File: config.mk
export PLATFORM = sky130hd
export DESIGN_NAME = smart_cargo_sequencer_flat
export DESIGN_NICKNAME = d
export VERILOG_FILES = /design/src/rtl/smart_cargo_sequencer_if.sv /design/src/rtl/smart_cargo_sequencer.sv /design/src/flat_wrapper.sv
export SDC_FILE = /design/constraint.sdc
export NUM_CORES = 1
export LEC_CHECK = 0
export BUFFER_PORTS_ARGS = -buffer_cell sky130_fd_sc_hd__clkbuf_2
export CORE_AREA = 10 10 58 60
export DETAILED_ROUTE_END_ITERATION = 6
export DIE_AREA = 0 0 68 70
export PLACE_DENSITY_LB_ADDON = 0.05
export SYNTH_ARGS = -nofsm -noshare
export SYNTH_HDL_FRONTEND = slang
export SYNTH_SLANG_ARGS = --single-unit
File: constraint.sdc
create_clock -name clock -period 2.85 [get_ports clock]
set_input_delay 0.285 -clock clock [delete_from_list [all_inputs] [get_ports clock]]
set_output_delay 0.285 -clock clock [all_outputs]
set_load 0.02 [all_outputs]
File: src/rtl/smart_cargo_sequencer_if.sv
// smart_cargo_sequencer_if: sensor/command inputs and registered control outputs of the cargo sequencer
interface smart_cargo_sequencer_if;
  logic bordaNovoDestino, chegouDestino, sobe, temDestino, eh_origem_fila, fimT, ramSecDifZero;
  logic carona_origem, carona_destino, andarRepetidoOrigem, andarRepetidoDestino;
  logic shift, enableRAM, fit, zeraT, contaT, zeraAddrSecundario, contaAddrSecundario;
  logic enableRegDestino, select1, select3, coloca_objetos, tira_objetos, inicia_ultrasonico;
  logic enableAndarAtual, motor_sobe, motor_desce, overrun, erro_fila;
  logic [3:0] db_estado;
  modport master (
    output bordaNovoDestino, chegouDestino, sobe, temDestino, eh_origem_fila, fimT, ramSecDifZero,
           carona_origem, carona_destino, andarRepetidoOrigem, andarRepetidoDestino,
    input  shift, enableRAM, fit, zeraT, contaT, zeraAddrSecundario, contaAddrSecundario,
           enableRegDestino, select1, select3, coloca_objetos, tira_objetos, inicia_ultrasonico,
           enableAndarAtual, motor_sobe, motor_desce, overrun, erro_fila, db_estado
  );
  modport slave (
    input  bordaNovoDestino, chegouDestino, sobe, temDestino, eh_origem_fila, fimT, ramSecDifZero,
           carona_origem, carona_destino, andarRepetidoOrigem, andarRepetidoDestino,
    output shift, enableRAM, fit, zeraT, contaT, zeraAddrSecundario, contaAddrSecundario,
           enableRegDestino, select1, select3, coloca_objetos, tira_objetos, inicia_ultrasonico,
           enableAndarAtual, motor_sobe, motor_desce, overrun, erro_fila, db_estado
  );
endinterface

File: src/rtl/smart_cargo_sequencer.sv
// smart_cargo_sequencer: elevator cargo FSM with queue scan/insert; SMART_CARGO_CARONA_EN enables ride-share insertion.
// Control outputs are registered: each reflects the decode of the previous cycle's state and inputs.
module smart_cargo_sequencer #(
  parameter int SCAN_MAX = 15
) (
  input logic clock,
  input logic reset,
  smart_cargo_sequencer_if.slave bus
);
  typedef enum logic [3:0] {
    INICIAL = 4'h0, OCIOSO, REGISTRA, BUSCA_ORIGEM, INSERE_ORIGEM, BUSCA_DESTINO,
    INSERE_DESTINO, MEDE, MOVE, PARADA, PORTA, TROCA, AVANCA
  } state_t;
  typedef struct packed {
    logic shift, enableRAM, fit, zeraT, contaT, zeraAddrSecundario, contaAddrSecundario;
    logic enableRegDestino, select1, select3, coloca_objetos, tira_objetos, inicia_ultrasonico;
    logic enableAndarAtual, motor_sobe, motor_desce, overrun, erro_fila;
  } outs_t;
  localparam logic [3:0] SCAN_LIM = 4'(SCAN_MAX);
  state_t state, next;
  outs_t q, d;
  logic pending, pending_n, consume, origem, rep, hit;
  logic [3:0] cnt, cnt_n;
  assign origem = state == BUSCA_ORIGEM;
`ifdef SMART_CARGO_CARONA_EN
  localparam bit CARONA = 1'b1;
  assign rep = origem ? bus.andarRepetidoOrigem : bus.andarRepetidoDestino;
  assign hit = ~bus.ramSecDifZero | (origem ? bus.carona_origem : bus.carona_destino);
`else
  localparam bit CARONA = 1'b0;
  logic unused_ride;
  assign unused_ride = ^{bus.carona_origem, bus.carona_destino, bus.andarRepetidoOrigem, bus.andarRepetidoDestino};
  assign rep = 1'b0;
  assign hit = ~bus.ramSecDifZero;
`endif
  // a new destination is only consumed on the OCIOSO -> REGISTRA transition
  assign consume = state == OCIOSO && pending;
  assign pending_n = bus.bordaNovoDestino | (pending & ~consume);
  assign bus.db_estado = state;
  assign {bus.shift, bus.enableRAM, bus.fit, bus.zeraT, bus.contaT, bus.zeraAddrSecundario,
          bus.contaAddrSecundario, bus.enableRegDestino, bus.select1, bus.select3,
          bus.coloca_objetos, bus.tira_objetos, bus.inicia_ultrasonico, bus.enableAndarAtual,
          bus.motor_sobe, bus.motor_desce, bus.overrun, bus.erro_fila} = q;
  always_comb begin
    next = state;
    cnt_n = cnt;
    d = '0;
    d.overrun = bus.bordaNovoDestino & pending & ~consume;
    case (state)
      INICIAL: next = OCIOSO;
      OCIOSO: next = pending ? REGISTRA : bus.temDestino ? MEDE : OCIOSO;
      REGISTRA: begin
        d.enableRegDestino = 1'b1;
        d.zeraAddrSecundario = 1'b1;
        cnt_n = '0;
        next = BUSCA_ORIGEM;
      end
      BUSCA_ORIGEM, BUSCA_DESTINO: begin
        d.select1 = origem;
        d.select3 = cnt == '0;
        if (rep) next = origem ? BUSCA_DESTINO : OCIOSO;
        else if (hit) next = origem ? INSERE_ORIGEM : INSERE_DESTINO;
        else if (cnt == SCAN_LIM) begin
          d.erro_fila = 1'b1;
          next = OCIOSO;
        end else begin
          d.contaAddrSecundario = 1'b1;
          cnt_n = cnt == 4'hf ? cnt : cnt + 4'd1;
        end
      end
      INSERE_ORIGEM, INSERE_DESTINO: begin
        d.enableRAM = 1'b1;
        d.fit = CARONA & bus.ramSecDifZero;
        next = state == INSERE_ORIGEM ? BUSCA_DESTINO : OCIOSO;
      end
      MEDE, MOVE: begin
        d.inicia_ultrasonico = 1'b1;
        d.enableAndarAtual = 1'b1;
        d.motor_sobe = state == MOVE && bus.sobe && !bus.chegouDestino && !pending;
        d.motor_desce = state == MOVE && !bus.sobe && !bus.chegouDestino && !pending;
        next = state == MEDE ? MOVE : bus.chegouDestino ? PARADA : pending ? OCIOSO : MOVE;
      end
      PARADA: begin
        d.zeraT = 1'b1;
        next = PORTA;
      end
      PORTA: begin
        d.contaT = ~bus.fimT;
        next = bus.fimT ? TROCA : PORTA;
      end
      TROCA: begin
        d.coloca_objetos = bus.eh_origem_fila;
        d.tira_objetos = ~bus.eh_origem_fila;
        next = AVANCA;
      end
      AVANCA: begin
        d.shift = 1'b1;
        next = OCIOSO;
      end
      default: next = INICIAL;
    endcase
  end
  always_ff @(posedge clock or negedge reset) begin
    if (!reset) begin
      state <= INICIAL;
      pending <= 1'b0;
      cnt <= '0;
      q <= '0;
    end else begin
      state <= next;
      pending <= pending_n;
      cnt <= cnt_n;
      q <= d;
    end
  end
endmodule

File: src/flat_wrapper.sv
// flat-port wrapper written by rule: the top's interface ports become plain ports
module smart_cargo_sequencer_flat 
#(
  parameter int SCAN_MAX = 15
)
  (clock, reset, bus_bordaNovoDestino, bus_chegouDestino, bus_sobe, bus_temDestino, bus_eh_origem_fila, bus_fimT, bus_ramSecDifZero, bus_carona_origem, bus_carona_destino, bus_andarRepetidoOrigem, bus_andarRepetidoDestino, bus_shift, bus_enableRAM, bus_fit, bus_zeraT, bus_contaT, bus_zeraAddrSecundario, bus_contaAddrSecundario, bus_enableRegDestino, bus_select1, bus_select3, bus_coloca_objetos, bus_tira_objetos, bus_inicia_ultrasonico, bus_enableAndarAtual, bus_motor_sobe, bus_motor_desce, bus_overrun, bus_erro_fila, bus_db_estado);
  smart_cargo_sequencer_if bus_i ();
  input logic clock;
  input logic reset;
  input wire logic [$bits(bus_i.bordaNovoDestino)-1:0] bus_bordaNovoDestino;
  input wire logic [$bits(bus_i.chegouDestino)-1:0] bus_chegouDestino;
  input wire logic [$bits(bus_i.sobe)-1:0] bus_sobe;
  input wire logic [$bits(bus_i.temDestino)-1:0] bus_temDestino;
  input wire logic [$bits(bus_i.eh_origem_fila)-1:0] bus_eh_origem_fila;
  input wire logic [$bits(bus_i.fimT)-1:0] bus_fimT;
  input wire logic [$bits(bus_i.ramSecDifZero)-1:0] bus_ramSecDifZero;
  input wire logic [$bits(bus_i.carona_origem)-1:0] bus_carona_origem;
  input wire logic [$bits(bus_i.carona_destino)-1:0] bus_carona_destino;
  input wire logic [$bits(bus_i.andarRepetidoOrigem)-1:0] bus_andarRepetidoOrigem;
  input wire logic [$bits(bus_i.andarRepetidoDestino)-1:0] bus_andarRepetidoDestino;
  output wire logic [$bits(bus_i.shift)-1:0] bus_shift;
  output wire logic [$bits(bus_i.enableRAM)-1:0] bus_enableRAM;
  output wire logic [$bits(bus_i.fit)-1:0] bus_fit;
  output wire logic [$bits(bus_i.zeraT)-1:0] bus_zeraT;
  output wire logic [$bits(bus_i.contaT)-1:0] bus_contaT;
  output wire logic [$bits(bus_i.zeraAddrSecundario)-1:0] bus_zeraAddrSecundario;
  output wire logic [$bits(bus_i.contaAddrSecundario)-1:0] bus_contaAddrSecundario;
  output wire logic [$bits(bus_i.enableRegDestino)-1:0] bus_enableRegDestino;
  output wire logic [$bits(bus_i.select1)-1:0] bus_select1;
  output wire logic [$bits(bus_i.select3)-1:0] bus_select3;
  output wire logic [$bits(bus_i.coloca_objetos)-1:0] bus_coloca_objetos;
  output wire logic [$bits(bus_i.tira_objetos)-1:0] bus_tira_objetos;
  output wire logic [$bits(bus_i.inicia_ultrasonico)-1:0] bus_inicia_ultrasonico;
  output wire logic [$bits(bus_i.enableAndarAtual)-1:0] bus_enableAndarAtual;
  output wire logic [$bits(bus_i.motor_sobe)-1:0] bus_motor_sobe;
  output wire logic [$bits(bus_i.motor_desce)-1:0] bus_motor_desce;
  output wire logic [$bits(bus_i.overrun)-1:0] bus_overrun;
  output wire logic [$bits(bus_i.erro_fila)-1:0] bus_erro_fila;
  output wire logic [$bits(bus_i.db_estado)-1:0] bus_db_estado;
  assign bus_i.bordaNovoDestino = bus_bordaNovoDestino;
  assign bus_i.chegouDestino = bus_chegouDestino;
  assign bus_i.sobe = bus_sobe;
  assign bus_i.temDestino = bus_temDestino;
  assign bus_i.eh_origem_fila = bus_eh_origem_fila;
  assign bus_i.fimT = bus_fimT;
  assign bus_i.ramSecDifZero = bus_ramSecDifZero;
  assign bus_i.carona_origem = bus_carona_origem;
  assign bus_i.carona_destino = bus_carona_destino;
  assign bus_i.andarRepetidoOrigem = bus_andarRepetidoOrigem;
  assign bus_i.andarRepetidoDestino = bus_andarRepetidoDestino;
  assign bus_shift = bus_i.shift;
  assign bus_enableRAM = bus_i.enableRAM;
  assign bus_fit = bus_i.fit;
  assign bus_zeraT = bus_i.zeraT;
  assign bus_contaT = bus_i.contaT;
  assign bus_zeraAddrSecundario = bus_i.zeraAddrSecundario;
  assign bus_contaAddrSecundario = bus_i.contaAddrSecundario;
  assign bus_enableRegDestino = bus_i.enableRegDestino;
  assign bus_select1 = bus_i.select1;
  assign bus_select3 = bus_i.select3;
  assign bus_coloca_objetos = bus_i.coloca_objetos;
  assign bus_tira_objetos = bus_i.tira_objetos;
  assign bus_inicia_ultrasonico = bus_i.inicia_ultrasonico;
  assign bus_enableAndarAtual = bus_i.enableAndarAtual;
  assign bus_motor_sobe = bus_i.motor_sobe;
  assign bus_motor_desce = bus_i.motor_desce;
  assign bus_overrun = bus_i.overrun;
  assign bus_erro_fila = bus_i.erro_fila;
  assign bus_db_estado = bus_i.db_estado;
  smart_cargo_sequencer #(.SCAN_MAX(SCAN_MAX)) u_core (.clock(clock), .reset(reset), .bus(bus_i));
endmodule
==> flow_summary.yaml, run 1 <==
layout:
  syn_to_final_growth_pct: 16.5
  nFillCells: 233
  drive_gt1_share_pct: 28.8
  fin_nets: 148
  diodes: 0
  finalInstanceArea_sq_um: 1310
routing:
  drc: 0
  via_per_inst: 5.41
  num_vias: 877
  drtIter0Drc: 35
  routed_wirelength_um: 2450
  wl_per_cell_um: 15.1
  drtAntennaViolNets: 0
  drt_pass1_iterations: 4
placed_design:
  dp_slack_ps: 1280
  placed_area_sq_um: 1260
  gp_congestion: 0.840
  dpl.hpwl_um: 1850
  io_buffers: 29
worst_setup_path:
  critPathArrivalTime_ps: 1310
  reg2regPathDepth: 3
  regToRegEndpoint: "u_core.bus.select3"
  cp_max_fo: 17
  crit_type: "register to output pin"
  r2r_start: "u_core.bus.db_estado[2]"
  end_kind: "output pin"
  required_ps: 2570
  ff2ff_setup_slack_ps: 1270
  cp_cell_sequence: "clkbuf_2"
  startpoint_type: "register"
  crit_slowest_cell: "dfrtp_1"
  critical_path.top_delay_family: "flip-flops"
  critPathBufInv: 1
  critPathMaxStageDelay_ps: 720
floorplanning:
  pin_count: 35
  start_util_pct: 48.0
  die_area_sq_um: 4760
  die_x_um: 68
  rows: 18
  die_y_um: 70
  coreArea_sq_um: 2340
timing:
  hold_viol_final: 0
  post-route-min-period_ps: 1590
  tightest_slew_ps: 595
  finalSetupTns_ps: 0
  fmax_mhz: 628
  rsz0062_at_grt: "false"
  fin_crit_sh_pct: 55.8
  finalWorstSetupSlack_ps: 1260
  slew_viol_final: 0
  maxSlewHeadroom_pct: 60.4
  finClkSkew_ps: 7.49
  setup_violations: 0
global_route:
  antenna_found_initial: 0
  grt_pass1_vias: 918
  track_usage_pct: 11.4
  grt_max_degree: 25
  grt_pass1_wl_um: 4370
  grt_overflow: 0
clock_network:
  clockRootBuffer: "clkbuf_4"
  cts_made_buffers: 3
  htreeDepth: 1
  ctsResizeCount: 0
  cts.sinks: 24
  cts.clk_slew.worst_paths_ps: 120
  cts_setup_buffers: 0
  clockBufferDepth: 2
  cts_tree: "yes"
  worstSkewPairLatency_ps: 310
worst_hold_path:
  hp-start: "bus_eh_origem_fila"
  hold_end: "u_core.bus.tira_objetos"
  whs_path_depth: 2
  hold_path_class: "input port to register"
yosys:
  async_reset_ff_share_pct: 100
  avgSynthCellArea_sq_um: 10.6
  seq_area_frac_synth_pct: 53.4
  ys_types: 42
  yosys_warnings: 0
  synth_nets: 121
  synth_edf_count: 0
  syn_area_sq_um: 1120
  synth-seq-cells: 24
  syn_inst: 106
  yosys_most_used_dff: "dfrtp_1"
pwr:
  p_per_area_nw_per_um2: 1000
  peakVddDrop_uv: 550
  total_power_uw: 1320
  leakage_uw: 0.000649
flow_run:
  drv_cap: 0
outcome:
  status: "complete, no violations"
==> how the worst max path moves through the flow <==
stage | start | to | slack (ps) | cells past startpoint
floorplan | u_core.bus.db_estado[2] | u_core.bus.db_estado[2] | 1470 | 5
global placement | u_core.bus.db_estado[2] | u_core.bus.select3 | 1300 | 3
detailed placement | u_core.bus.db_estado[2] | u_core.bus.select3 | 1280 | 3
CTS | u_core.bus.db_estado[2] | bus_db_estado[2] | 1240 | 1
global route | u_core.bus.db_estado[2] | u_core.bus.select3 | 1070 | 3
finish | u_core.bus.db_estado[2] | bus_db_estado[2] | 1260 | 1
==> report_power, final <==
part	switching (uW)	total, uW	internal [uW]
Sequential	155	590	435
Combinational	324	546	222
Clock	101	179	78.0
==> synth_stat cells, types with 3 or more instances <==
cell      number  share of area, %
nor2_1         9               3.0
nor3_1         3               1.3
buf_4          3               2.0
a31oi_1        3               1.7
nand2b_1       3               1.7
o21ai_1        3               1.3
nand2_1        7               2.3
nor2b_1        3               1.7
and3_1         3               1.7
inv_1          4               1.3
o31ai_1        3               2.0
dfrtp_1       24                53
clkbuf_1       3               1.0
==> final cells by class <==
cell class | instances | area, sq um | area share (%)
repair buffers | 30 | 155 | 11.8
well taps | 30 | 37.5 | 2.87
multi-input cells | 69 | 462 | 35.2
clock buffers | 4 | 36.3 | 2.77
inverters | 5 | 18.8 | 1.43
flip-flops and latches | 24 | 601 | 45.8
==> cell families after synthesis <==
family	Yosys count	synth area share [%]
simple gates	44	23.2
mux	1	0.890
compound gates	19	12.1
other cells	1	0.333
fa+ha+maj	2	2.22
flops	24	53.4
xor+xnor	2	2.23
buf+inv	13	5.56
==> cell usage in the layout, fill, tap and decap left out, types with 2 or more instances in the layout <==
master	instances
a31oi_1	3
and3_1	3
and3b_1	2
clkbuf_2	29
clkbuf_4	3
dfrtp_1	24
ha_1	2
inv_1	4
nand2_1	7
nand2b_1	3
nand3_1	2
nand3b_1	2
nor2_1	9
nor2b_1	3
nor3_1	3
nor4b_1	2
o21ai_1	3
o31ai_1	3
==> stage by stage <==
stage	std cells	utilization, %	hold WS (ps)
floorplan	106	-	-10.6
global route	162	55.9	108
CTS	162	55.9	112
detailed placement	157	54.0	319
finish	162	55.9	122
global placement	157	54.0	303
==> per-layer routing <==
metal  GRT usage [%]  up-vias  share of wire [%]
li1                -      423                  -
met4            4.25        0                  0
met2            18.3       24                 52
met1            13.6      430                 41
met5               0        -                  0
met3            3.35        0                7.2
==> timing repair <==
action,in CTS,in global routing
endpoints found under the setup margin,0,0
hold buffers,1,0
hold endpoints to repair,24,0
Power figures use the tool's default switching activity.
==> run 2: changes to the inputs <==
--- a/config.mk
+++ b/config.mk
@@ -5,10 +5,11 @@
 export SDC_FILE = /design/constraint.sdc
 export NUM_CORES = 1
 export LEC_CHECK = 0
+export ABC_AREA = 1
 export BUFFER_PORTS_ARGS = -buffer_cell sky130_fd_sc_hd__clkbuf_2
-export CORE_AREA = 10 10 58 60
+export CORE_AREA = 10 10 60 62
 export DETAILED_ROUTE_END_ITERATION = 6
-export DIE_AREA = 0 0 68 70
+export DIE_AREA = 0 0 70 72
 export PLACE_DENSITY_LB_ADDON = 0.05
 export SYNTH_ARGS = -nofsm -noshare
 export SYNTH_HDL_FRONTEND = slang
==> constraint.sdc (replaced) <==
create_clock -name clock -period 1.5 [get_ports clock]
set_input_delay 0.15 -clock clock [delete_from_list [all_inputs] [get_ports clock]]
set_output_delay 0.15 -clock clock [all_outputs]
set_load 0.02 [all_outputs]
==> flow_summary.yaml, run 2 <==
outcome:
  status: "complete, no violations"
clock_network:
  clockBufferDepth: 2
  clockRootBuffer: "clkbuf_4"
  cts_setup_buffers: 0
  cts.clk_slew.worst_paths_ps: 130
  ctsHoldBuffers: 4
  htreeDepth: 1
  cts_tree: "yes"
  worstSkewPairLatency_ps: 310
  cts.sinks: 24
  cts_made_buffers: 3
  ctsResizeCount: 0
timing:
  finClkSkew_ps: 8.74
  setup_violations: 0
  post-route-min-period_ps: 1360
  maxSlewHeadroom_pct: 60.2
  finalSetupTns_ps: 0
  tightest_slew_ps: 596
  hold_viol_final: 0
  holdWs_ps: 38.6
  fin_crit_sh_pct: 90.8
  fmax_mhz: 734
  rsz0062_at_grt: "false"
  slew_viol_final: 0
  finalWorstSetupSlack_ps: 138
placed_design:
  dp_slack_ps: 171
  gp_congestion: 0.804
  dpl.hpwl_um: 1860
  io_buffers: 29
floorplanning:
  die_x_um: 70
  die_y_um: 72
  coreArea_sq_um: 2430
  pin_count: 35
  start_util_pct: 46.9
  die_area_sq_um: 5040
  rows: 18
yosys:
  yosys_most_used_dff: "dfrtp_1"
  synth.area.top_cells: "dfrtp_1 (53%), nand2_1 (9.9%), inv_1 (6.3%), nor2_1 (6.3%), nand3_1 (5.7%)"
  ys_types: 19
  syn_inst: 137
  synth-seq-cells: 24
  seq_area_frac_synth_pct: 52.7
  yosys.cell_count.top_type: "nand2_1"
  syn_area_sq_um: 1140
  synth_top_area_share_pct: 52.7
  yosys.area.top_type: "dfrtp_1"
  async_reset_ff_share_pct: 100
  synth_edf_count: 0
  yosys_warnings: 0
  avgSynthCellArea_sq_um: 8.32
  synth_nets: 152
  synth_commonest_cells: "nand2_1 (30), dfrtp_1 (24), inv_1 (19), nor2_1 (19), nand3_1 (13)"
worst_setup_path:
  crit_slowest_cell: "dfrtp_1"
  critPathBufInv: 2
  cp_cell_sequence: "inv_2 -> nand2_1 -> inv_1 -> nand2_1 -> nand2_1 -> a21oi_1 -> nand3_1"
  cpMostUsedCell: "nand2_1"
  required_ps: 1700
  cp_max_fo: 7
  critPathArrivalTime_ps: 1560
  critical_path.top_delay_family: "flip-flops"
  crit_type: "register to register"
  end_kind: "register"
  critPathMaxStageDelay_ps: 510
  startpoint_type: "register"
layout:
  fin_util_pct: 57.3
  nFillCells: 236
  fin_nets: 187
  final_common_cell: "nand2_1"
  final_cell_mix: "nand2_1 (30), clkbuf_2 (29), dfrtp_1 (24)"
  drive_gt1_share_pct: 26.9
  diodes: 0
  syn_to_final_growth_pct: 22.2
routing:
  drt_pass1_iterations: 6
  num_vias: 934
  routed_wirelength_um: 2410
  drc: 0
  via_per_inst: 4.65
  drtIter0Drc: 39
  wl_per_cell_um: 12.0
  drtAntennaViolNets: 0
worst_hold_path:
  hold_path_class: "input port to register"
global_route:
  antenna_found_initial: 0
  grt_overflow: 0
  track_usage_pct: 9.91
  grt_pass1_wl_um: 4200
  grt_pass1_vias: 927
  grt_max_degree: 25
flow_run:
  drv_cap: 0
pwr:
  peakVddDrop_uv: 1110
  leakage_uw: 0.000808
  p_per_area_nw_per_um2: 1850
run 2: power by group:
group	switching (uW)	total, uW	internal (uW)	leakage [uW]
clock	197	467	270	0.0000279
sequential	158	963	805	0.000320
combinational	794	1150	352	0.000460
total	1150	2580	1430	0.000808
run 2: layout make-up:
type                            instances  area [sq um]  share of cell area (%)
Multi-Input combinational cell         87           430                    30.9
Timing Repair Buffer                   33           185                    13.3
Tap cell                               30          37.5                    2.70
Inverter                               23          86.3                    6.20
Clock inverter                          1          30.0                    2.16
Clock buffer                            3          22.5                    1.62
Sequential cell                        24           601                    43.1
run 2: cells by family after synthesis:
group	count (synthesis)	share of synthesized area, %
DFF	24	52.7
adders and majority gates	2	2.20
and+or+nand+nor	77	31.8
other	1	0.329
buffers and inverters	26	9.55
AOI/OAI and AO/OA	6	2.63
xor gates and xnor gates	1	0.769
run 2: worst paths after layout:
path / start / endpoint / slack [ps] / depth (start not counted)
worst min register to register: u_core.bus.db_estado[0] / u_core.bus.enableRAM / 590 / 1
worst max register to register: u_core.bus.db_estado[2] / u_core.bus.db_estado[2] / 140 / 7
worst min-delay path: bus_bordaNovoDestino / u_core.pending / 40 / 3
min in group asynchronous: reset / u_core.bus.db_estado[0] / 360 / 2
max in group asynchronous: reset / u_core.pending / 750 / 2
worst max-delay path: u_core.bus.db_estado[2] / u_core.bus.db_estado[2] / 140 / 7
run 2: layer usage:
layer / part of all wire, % / routed length, um / global-route usage [%]
met5: 0 / 0 / 0
met4: 0.79 / 19 / 3.29
met3: 10 / 247 / 4.22
met2: 45 / 1080 / 16.2
met1: 44 / 1070 / 11.4
run 2: stage by stage:
step           std cells  area, sq um  power [uW]
2_1_floorplan        137         1140        1800
6_report             201         1390        2580
3_3_place_gp         193         1300        2100
3_5_place_dp         193         1300        2120
5_1_grt              201         1390        2820
4_1_cts              201         1390        2600
run 2: worst reg2reg max path, cell delays in order, from the launching register on:
cell	delay, ps
dfrtp_1	510
inv_2	100
nand2_1	150
inv_1	90
nand2_1	120
nand2_1	70
a21oi_1	130
nand3_1	90
==> run 3: changes to the inputs <==
--- a/config.mk
+++ b/config.mk
@@ -7,10 +7,12 @@
 export LEC_CHECK = 0
 export ABC_AREA = 1
 export BUFFER_PORTS_ARGS = -buffer_cell sky130_fd_sc_hd__clkbuf_2
-export CORE_AREA = 10 10 60 62
+export CORE_AREA = 10 10 58 60
+export CTS_BUF_LIST = sky130_fd_sc_hd__clkbuf_4 sky130_fd_sc_hd__clkbuf_8
 export DETAILED_ROUTE_END_ITERATION = 6
-export DIE_AREA = 0 0 70 72
+export DIE_AREA = 0 0 68 70
 export PLACE_DENSITY_LB_ADDON = 0.05
+export RECOVER_POWER = 100
 export SYNTH_ARGS = -nofsm -noshare
 export SYNTH_HDL_FRONTEND = slang
 export SYNTH_SLANG_ARGS = --single-unit
==> flow_summary.yaml, run 3 (same netlist as run 2, synthesis figures left out) <==
worst_setup_path:
  reg2regPathDepth: 6
  r2r_start: "u_core.bus.db_estado[1]"
  end_kind: "register"
  cp_max_fo: 6
  ff2ff_setup_slack_ps: 170
  required_ps: 1750
  cpMostUsedCell: "nand2_1"
  critical_path.top_delay_family: "simple AND/OR/NAND/NOR gates"
  crit_type: "register to register"
  critPathBufInv: 1
  critPathMaxStageDelay_ps: 480
  crit_slowest_cell: "dfrtp_1"
  crit_path_start: "u_core.bus.db_estado[1]"
  cp_cell_sequence: "inv_1 -> nor2_1 -> nand2_1 -> nand2_4 -> nand2_1 -> nand2_1"
  critPathArrivalTime_ps: 1580
  startpoint_type: "register"
  regToRegEndpoint: "u_core.cnt[0]"
clock_network:
  cts.clk_slew.worst_paths_ps: 110
  clockBufferDepth: 2
  cts_tree: "yes"
  htreeDepth: 1
  cts.sinks: 24
  worstSkewPairLatency_ps: 300
  cts_setup_buffers: 0
  clockRootBuffer: "clkbuf_4"
  cts_made_buffers: 3
global_route:
  grt_overflow: 0
  antenna_found_initial: 0
  grt_max_degree: 25
  grt_pass1_wl_um: 4000
  track_usage_pct: 10.5
  grt_pass1_vias: 900
routing:
  drtAntennaViolNets: 0
  wl_per_cell_um: 12.2
  drc: 0
  drt_pass1_iterations: 2
  num_vias: 938
  drtIter0Drc: 18
  routed_wirelength_um: 2420
  via_per_inst: 4.74
pwr:
  intPower_uw: 1210
  p_per_area_nw_per_um2: 1770
  p_comb_share_pct: 47.2
  swShare_pct: 47.9
  leakage_uw: 0.000714
  clkPwrFrac_pct: 11.4
  peakVddDrop_uv: 947
  p_switching_uw: 1120
  seq_power_share_pct: 41.4
timing:
  fin_crit_sh_pct: 88.8
  finalWorstSetupSlack_ps: 168
  slew_viol_final: 0
  tightest_slew_ps: 588
  finClkSkew_ps: 6.58
  post-route-min-period_ps: 1330
  hold_viol_final: 0
  maxSlewHeadroom_pct: 60.8
  finalSetupTns_ps: 0
  fmax_mhz: 751
  setup_violations: 0
  rsz0062_at_grt: "false"
floorplanning:
  die_area_sq_um: 4760
  coreArea_sq_um: 2340
  pin_count: 35
  die_y_um: 70
  rows: 18
  start_util_pct: 48.7
  die_x_um: 68
placed_design:
  gp_congestion: 0.873
  dp_slack_ps: 136
  io_buffers: 29
  dpl.hpwl_um: 1960
worst_hold_path:
  hp-start: "bus_sobe"
  hold_path_class: "input port to register"
  hold_end: "u_core.bus.motor_desce"
  whs_path_depth: 2
layout:
  final_cell_mix: "nand2_1 (31), dfrtp_1 (23), clkbuf_1 (21)"
  fin_nets: 185
  drive_gt1_share_pct: 13.7
  syn_to_final_growth_pct: 15.4
  final_common_cell: "nand2_1"
  diodes: 0
  nFillCells: 233
flow_run:
  drv_cap: 0
outcome:
  status: "complete, no violations"
[run 3: per-layer routing]
metal  up-vias  global-route usage, %  routed length, um  part of all wire (%)
li1        481                      -                  -                     -
met1       430                   11.5                951                    39
met2        21                   17.5               1200                    49
met3         6                   3.19                228                   9.4
met4         0                   5.15                 46                   1.9
met5         -                      0                  0                     0
[run 3: power groups by stage]
stage	logic (uW)	clock network [uW]	registers, uW
floorplan	692	0	1110
global placement	1120	0	971
detailed placement	1150	0	977
CTS	1160	276	962
global route	1250	296	993
finish	1100	265	964
[run 3: worst max-delay path by stage]
stage | slack (ps) | cells past startpoint | endpoint
2_1_floorplan | 260 | 7 | u_core.bus.db_estado[2]
3_3_place_gp | 180 | 7 | u_core.bus.db_estado[2]
3_5_place_dp | 140 | 7 | u_core.bus.db_estado[2]
4_1_cts | 120 | 7 | u_core.bus.db_estado[2]
5_1_grt | 30 | 5 | u_core.cnt[0]
6_report | 170 | 6 | u_core.cnt[0]
[run 3: stage by stage]
step | hold slack [ps] | utilization [%] | power [uW] | cells | instance area [sq um]
after floorplan | -146 | - | 1800 | 137 | 1140
after global placement | 168 | 55.5 | 2090 | 193 | 1300
after detailed placement | 178 | 55.5 | 2130 | 193 | 1300
after CTS | 2.13 | 56.9 | 2390 | 197 | 1330
after global routing | 12.8 | 56.1 | 2540 | 198 | 1320
final | 13.1 | 56.1 | 2330 | 198 | 1320
[run 3: area by class of cell]
class | count | area (sq um) | share of cell area [%]
Clock buffer | 3 | 22.5 | 1.71
Inverter | 23 | 86.3 | 6.57
Multi-Input combinational cell | 87 | 428 | 32.5
Sequential cell | 24 | 602 | 45.8
Tap cell | 30 | 37.5 | 2.85
Timing Repair Buffer | 31 | 139 | 10.6
[run 3: what timing repair did]
item,in CTS,in global routing
setup endpoints to repair,0,1
hold endpoints to repair,24,1
hold buffers,1,1
resized for setup,0,1
[run 3: worst reg2reg max path, cell delays in order (launching register included)]
cell and delay [ps]:
dfrtp_1 480, inv_1 120, nor2_1 190, nand2_1 230, nand2_4 150, nand2_1 60
nand2_1 50
